File: src/rtl/muldiv_unit.sv
// muldiv_unit
// Iterative RISC-V M-extension multiply/divide engine. It produces one
// result bit per clock. A shift-add multiplier and a restoring divider share
// one pair of WIDTH-bit accumulators. Signs are stripped when an operation is
// accepted and reapplied in a single FIX cycle.
//
// Ports:
//   clock   - rising-edge clock
//   reset_  - asynchronous active-low reset
//   start   - operation request, sampled only while ready
//   op      - funct3: MUL, MULH, MULHSU, MULHU, DIV, DIVU, REM, REMU
//   a, b    - rs1 / rs2 operands
//   kill    - abort an in-flight operation (no done, result unchanged)
//   ready   - unit can accept start this cycle (IDLE or DONE)
//   busy    - operation in flight (CALC or FIX)
//   done    - one-cycle pulse, result valid
//   result  - registered result, held until the next completion
module muldiv_unit #(
  parameter int WIDTH = 32,
  parameter int CNT_W = $clog2(WIDTH + 1)
) (
  input  logic             clock,
  input  logic             reset_,
  input  logic             start,
  input  logic [2:0]       op,
  input  logic [WIDTH-1:0] a,
  input  logic [WIDTH-1:0] b,
  input  logic             kill,
  output logic             ready,
  output logic             busy,
  output logic             done,
  output logic [WIDTH-1:0] result
);

  typedef enum logic [1:0] {
    IDLE = 2'd0,
    CALC = 2'd1,
    FIX  = 2'd2,
    DONE = 2'd3
  } state_t;

  localparam logic [2:0] OP_MUL    = 3'b000;
  localparam logic [2:0] OP_MULH   = 3'b001;
  localparam logic [2:0] OP_MULHSU = 3'b010;
  localparam logic [2:0] OP_MULHU  = 3'b011;
  localparam logic [2:0] OP_DIV    = 3'b100;
  localparam logic [2:0] OP_DIVU   = 3'b101;
  localparam logic [2:0] OP_REM    = 3'b110;
  localparam logic [2:0] OP_REMU   = 3'b111;

  state_t             state;
  state_t             state_next;
  logic [2:0]         op_q;
  logic               res_neg;
  logic [WIDTH-1:0]   opnd;
  logic [WIDTH-1:0]   acc_hi;
  logic [WIDTH-1:0]   acc_lo;
  logic [CNT_W-1:0]   cnt;

  logic               accept;
  logic               a_signed;
  logic               b_signed;
  logic               a_neg;
  logic               b_neg;
  logic               b_zero;
  logic               sign_in;
  logic [WIDTH-1:0]   a_mag;
  logic [WIDTH-1:0]   b_mag;

  logic [WIDTH:0]     mul_sum;
  logic [WIDTH:0]     div_shift;
  logic [WIDTH:0]     div_diff;
  logic [2*WIDTH-1:0] product;
  logic [2*WIDTH-1:0] product_fix;
  logic [WIDTH-1:0]   fix_value;

  assign ready  = (state == IDLE) || (state == DONE);
  assign busy   = (state == CALC) || (state == FIX);
  assign done   = (state == DONE);
  assign accept = ready && start && !kill;

  // Operand conditioning at accept time. Work is done on magnitudes. The
  // sign of the final result is decided here, so FIX only has to negate.
  // With a zero divisor the quotient must be all ones whatever the operand
  // signs are, so its sign is forced positive. The remainder always follows
  // the dividend, which also makes rem-by-zero come back as a.
  always_comb begin
    a_signed = 1'b0;
    b_signed = 1'b0;
    case (op)
      OP_MULH:        begin a_signed = 1'b1; b_signed = 1'b1; end
      OP_MULHSU:      a_signed = 1'b1;
      OP_DIV, OP_REM: begin a_signed = 1'b1; b_signed = 1'b1; end
      default:        ;
    endcase
    a_neg  = a_signed && a[WIDTH-1];
    b_neg  = b_signed && b[WIDTH-1];
    a_mag  = a_neg ? -a : a;
    b_mag  = b_neg ? -b : b;
    b_zero = (b == '0);
    case (op)
      OP_DIV, OP_DIVU: sign_in = (a_neg ^ b_neg) && !b_zero;
      OP_REM, OP_REMU: sign_in = a_neg;
      default:         sign_in = a_neg ^ b_neg;
    endcase
  end

  // One iteration of each algorithm.
  // Multiply: acc_hi holds the partial product and acc_lo holds the
  // multiplier. Shifting them right together builds the 2*WIDTH product.
  // Divide: acc_hi holds the partial remainder. acc_lo shifts dividend bits
  // out at the top while quotient bits enter at the bottom.
  always_comb begin
    mul_sum   = {1'b0, acc_hi} + (acc_lo[0] ? {1'b0, opnd} : '0);
    div_shift = {acc_hi, acc_lo[WIDTH-1]};
    div_diff  = div_shift - {1'b0, opnd};
  end

  // Sign fix-up and output selection, used only in the FIX cycle.
  always_comb begin
    product     = {acc_hi, acc_lo};
    product_fix = res_neg ? -product : product;
    case (op_q)
      OP_MUL:                        fix_value = product_fix[WIDTH-1:0];
      OP_MULH, OP_MULHSU, OP_MULHU:  fix_value = product_fix[2*WIDTH-1:WIDTH];
      OP_DIV, OP_DIVU:               fix_value = res_neg ? -acc_lo : acc_lo;
      OP_REM, OP_REMU:               fix_value = res_neg ? -acc_hi : acc_hi;
      default:                       fix_value = '0;
    endcase
  end

  // State register.
  always_ff @(posedge clock or negedge reset_) begin
    if (!reset_) begin
      state <= IDLE;
    end else begin
      state <= state_next;
    end
  end

  // Next-state logic. kill wins over everything, including a coincident start.
  always_comb begin
    state_next = state;
    case (state)
      IDLE: if (accept) state_next = CALC;
      CALC: begin
        if (kill)                     state_next = IDLE;
        else if (cnt == CNT_W'(1))    state_next = FIX;
      end
      FIX:  state_next = kill ? IDLE : DONE;
      DONE: state_next = accept ? CALC : IDLE;
      default: state_next = IDLE;
    endcase
  end

  // Datapath. Corner cases such as a zero divisor or signed overflow fall
  // out of the restoring algorithm plus the sign rules above, so every
  // operation takes the same fixed latency.
  always_ff @(posedge clock or negedge reset_) begin
    if (!reset_) begin
      op_q    <= OP_MUL;
      res_neg <= 1'b0;
      opnd    <= '0;
      acc_hi  <= '0;
      acc_lo  <= '0;
      cnt     <= '0;
      result  <= '0;
    end else begin
      if (accept) begin
        op_q    <= op;
        res_neg <= sign_in;
        acc_hi  <= '0;
        acc_lo  <= op[2] ? a_mag : b_mag;
        opnd    <= op[2] ? b_mag : a_mag;
        cnt     <= CNT_W'(WIDTH);
      end else if (state == CALC) begin
        cnt <= cnt - CNT_W'(1);
        if (op_q[2]) begin
          if (!div_diff[WIDTH]) begin
            acc_hi <= div_diff[WIDTH-1:0];
            acc_lo <= {acc_lo[WIDTH-2:0], 1'b1};
          end else begin
            acc_hi <= div_shift[WIDTH-1:0];
            acc_lo <= {acc_lo[WIDTH-2:0], 1'b0};
          end
        end else begin
          {acc_hi, acc_lo} <= {mul_sum, acc_lo[WIDTH-1:1]};
        end
      end

      if (state == FIX && !kill) begin
        result <= fix_value;
      end
    end
  end

endmodule

File: config.mk
export PLATFORM = sky130hd
export DESIGN_NAME = muldiv_unit
export DESIGN_NICKNAME = d
export VERILOG_FILES = /design/src/rtl/muldiv_unit.sv
export SDC_FILE = /design/constraint.sdc
export NUM_CORES = 1
export LEC_CHECK = 0
export CAP_MARGIN = 20
export CELL_PAD_IN_SITES_DETAIL_PLACEMENT = 1
export CELL_PAD_IN_SITES_GLOBAL_PLACEMENT = 1
export CORE_AREA = 3 3 209 211
export CTS_CLUSTER_DIAMETER = 40
export DETAILED_ROUTE_END_ITERATION = 7
export DIE_AREA = 0 0 212 214
export PLACE_DENSITY = 0.62
export SLEW_MARGIN = 20
export SYNTH_ARGS = -nofsm -noshare
export SYNTH_HDL_FRONTEND = slang
export SYNTH_SLANG_ARGS = --single-unit
File: constraint.sdc
create_clock -name clock -period 5.7 [get_ports clock]
set_input_delay 0.57 -clock clock [delete_from_list [all_inputs] [get_ports clock]]
set_output_delay 0.57 -clock clock [all_outputs]
set_load 0.02 [all_outputs]
==> impl_metrics.py <==
metrics = {
    "cells_and_area": {
        "antenna_cells": 0,
        "nets": 2104,
        "final_util_pct": 39.61,
        "fin_area_um2": 16610,
        "area_growth_syn_to_layout_pct": 13.66,
        "instances_no_fill": 2508,
        "layout-drive-gt1-share_pct": 5.790,
    },
    "cts": {
        "worst_skew_pair.late_latency_ns": 0.47,
        "cts_tree": "built",
        "numCtsBuffers": 17,
        "htreeDepth": 4,
        "root_buffer": "clkbuf_16",
        "cts_max_path_buffers": 2,
        "post_cts_resized": 0,
        "post_cts_buffers": 0,
        "hold_buffers": 0,
        "cts.sinks": 140,
        "clk_pin_slew_ns": 0.07,
    },
    "run": {
        "drv_cap": 0,
    },
    "pwr": {
        "pwr-share-seq_pct": 20.0,
        "ir_worst_vdd_mv": 0.2568,
        "combPwrFrac_pct": 69.6,
        "switching_power_mw": 6.398,
        "p_clk_share_pct": 10.3,
        "p_sw_share_pct": 55.21,
        "p_total_mw": 11.59,
        "p_int_mw": 5.190,
        "p_per_area_nw_per_um2": 697.5,
        "p_leak_nw": 6.708,
    },
    "timing": {
        "finalSetupViolCount": 0,
        "tightest_slew_ns": 1.130,
        "layout_setup_ws_ns": 1.611,
        "post-route-min-period_ns": 4.089,
        "report.final.slew_viol_count": 0,
        "relSlewSlack_pct": 24.39,
        "clock.fmax_ghz": 0.2446,
        "clock_skew_ns": 0.01368,
        "rsz0062_at_grt": "false",
        "hold_viol_final": 0,
        "period_share_pct": 71.74,
        "whs_ns": 0.2249,
        "finalSetupTns_ns": 0,
    },
    "die": {
        "start_util_pct": 34.85,
        "die_area_um2": 45370,
        "io_pins": 106,
        "die_h_um": 214,
        "die_w_um": 212,
        "rows": 75,
        "coreArea_um2": 41950,
    },
    "worst_setup_path": {
        "cpMaxStageDelayCell": "inv_1",
        "path_depth": 12,
        "critPathRequiredTime_ns": 6.01,
        "path_max_fanout": 22,
        "reg2reg_from": "acc_lo[0]$_DFFE_PN0P_",
        "path_delay_family": "compound AO/OA/AOI/OAI gates",
        "path_class": "reg2reg",
        "critPathLaunchType": "register",
        "path_buf_inv": 1,
        "cp_common_cell": "a21o_1",
        "r2r_end": "acc_hi[29]$_DFFE_PN0P_",
        "max_stage_delay_ns": 0.72,
        "critPathLaunch": "acc_lo[0]$_DFFE_PN0P_",
        "cp.arrival_ns": 4.40,
        "reg2regPathDepth": 12,
        "end_kind": "register",
        "r2r_slack_ns": 1.61,
        "setup.worst_path.end": "acc_hi[29]$_DFFE_PN0P_",
        "cp_cell_sequence": "inv_1 > nor2_1 > ha_1 > a21oi_1 > and2_1 > a211o_1 > a2111oi_1 > o21ai_0 > a21o_1 > a21o_1 > a32oi_1 > o21ai_1",
    },
    "synthesis": {
        "synth_flop_cell": "dfrtp_1",
        "syn_inst": 1936,
        "synth_top_area_share_pct": 23.97,
        "synth_fa_ha_area_share_pct": 6.694,
        "synth-compound-area-share_pct": 28.73,
        "synth-simple-area-share_pct": 21.06,
        "async_reset_ff_share_pct": 100.0,
        "syn_area_um2": 14620,
        "ys_types": 94,
        "synthMuxAreaShare_pct": 4.220,
        "syn_nets": 2084,
        "synth-xor-area-share_pct": 10.07,
        "synth_top_family_by_area": "compound AO/OA/AOI/OAI gates",
        "synth_top_cell_by_area": "dfrtp_1",
        "synth.area.top_cells": "dfrtp_1 (24%), o21ai_0 (6.6%), ha_1 (6.4%)",
        "ys.warnings.count": 0,
        "synth_edf_count": 0,
        "ys_ff_latch": 140,
        "ys_seq_area_share_pct": 23.97,
        "yosys-top-cells-count": "nand2_1 (209), nor2_1 (203), o21ai_0 (194)",
        "avgSynthCellArea_um2": 7.550,
        "yosysMostFrequentCell": "nand2_1",
    },
    "detailed_routing": {
        "drt_wl_total_um": 58610,
        "final_antenna_net_count": 0,
        "dr_total_vias": 14850,
        "dr.pass1.iters": 5,
        "drc": 0,
        "viasPerCell": 5.921,
        "avgRoutedWirePerCell_um": 23.37,
        "drt_iter0_drc": 1093,
    },
    "place": {
        "hpwl_um": 45600,
        "placedCellCount": 2476,
        "port_buffers": 105,
        "postPlaceCellArea_um2": 16000,
        "gp_congestion": 0.8970,
        "dp_slack_ns": 1.616,
    },
    "grt": {
        "grt_pass1_wl_um": 91310,
        "grt_max_degree": 97,
        "grt_overflow": 0,
        "grt_pass1_vias": 15100,
        "grt_antenna_before_repair": 0,
        "grt_use_total_pct": 25.76,
    },
    "run_status": {
        "status": "complete, no violations",
    },
    "hold_path": {
        "hold_path_class": "in2async",
    },
}
[worst register-to-register path, delay by kind of cell, from the launching register on]
| kind | cells | cell delay (ns) |
|---|---|---|
| buffers and inverters | 1 | 0.72 |
| AOI/OAI and AO/OA | 8 | 2.07 |
| DFF | 1 | 0.44 |
| and+or+nand+nor | 2 | 0.28 |
| adders and majority gates | 1 | 0.44 |
[routing by layer]
metal / part of all wire, % / global-route usage (%)
met1: 47 / 36.46
met2: 46 / 41.03
met5: 0 / 0
met4: 2.3 / 7.502
met3: 4.4 / 3.325
[worst min path at each step]
stage,endpoint,slack [ns],cells after the start
after CTS,result[18]$_DFFE_PN0P_,0.26,1
after global routing,result[11]$_DFFE_PN0P_,0.29,1
after global placement,opnd[6]$_DFFE_PN0P_,0.46,2
final,result[31]$_DFFE_PN0P_,0.22,1
after detailed placement,opnd[31]$_DFFE_PN0P_,0.47,2
after floorplan,acc_hi[0]$_DFFE_PN0P_,0.27,0
[cell type report]
class	instances	area [um^2]
fill	5067	25330
multi-input combinational	1603	10360
sequential	140	3506
timing repair buffer	126	1205
tap	539	674.4
clock buffer	17	425.4
inverter	68	255.2
clock inverter	15	190.2
[cells in the final DEF, fill, tap and decap left out, drive strengths merged, types with 23 or more instances in the layout]
cell type	Yosys	final
buf	30	23
inv	67	77
a21oi	171	171
mux2i	56	56
ha	75	75
nor3	43	43
xor2	67	67
clkdlybuf4s50	0	103
dfrtp	140	140
nor2	204	204
o21ai	214	214
xnor2	101	101
o211ai	55	55
nand2	210	210
a21o	32	32
[cells by family (layout without fill, tap and decap cells)]
| family | after synthesis | count (layout) |
|---|---|---|
| compound gates | 664 | 664 |
| simple gates | 633 | 633 |
| buf+inv | 193 | 226 |
| xor+xnor | 168 | 168 |
| flops | 140 | 140 |
| fa+ha+maj | 77 | 77 |
| mux | 61 | 61 |
[sequential cells by signal, summed over array words and instances, names as in the netlist]
name     cells
acc_hi      32
acc_lo      32
opnd        32
result      32
cnt          6
op_q         3
state        2
res_neg      1
[power by group through the flow]
stage	Sequential [mW]	Combinational (mW)	Clock, mW
4_1_cts	2.32	7.99	1.22
2_1_floorplan	1.97	5.72	0
6_report	2.32	8.07	1.20
3_5_place_dp	2.33	7.95	0
5_1_grt	2.39	8.84	1.26
3_3_place_gp	2.32	7.82	0
Note: power is estimated with default switching activity, not from simulation.
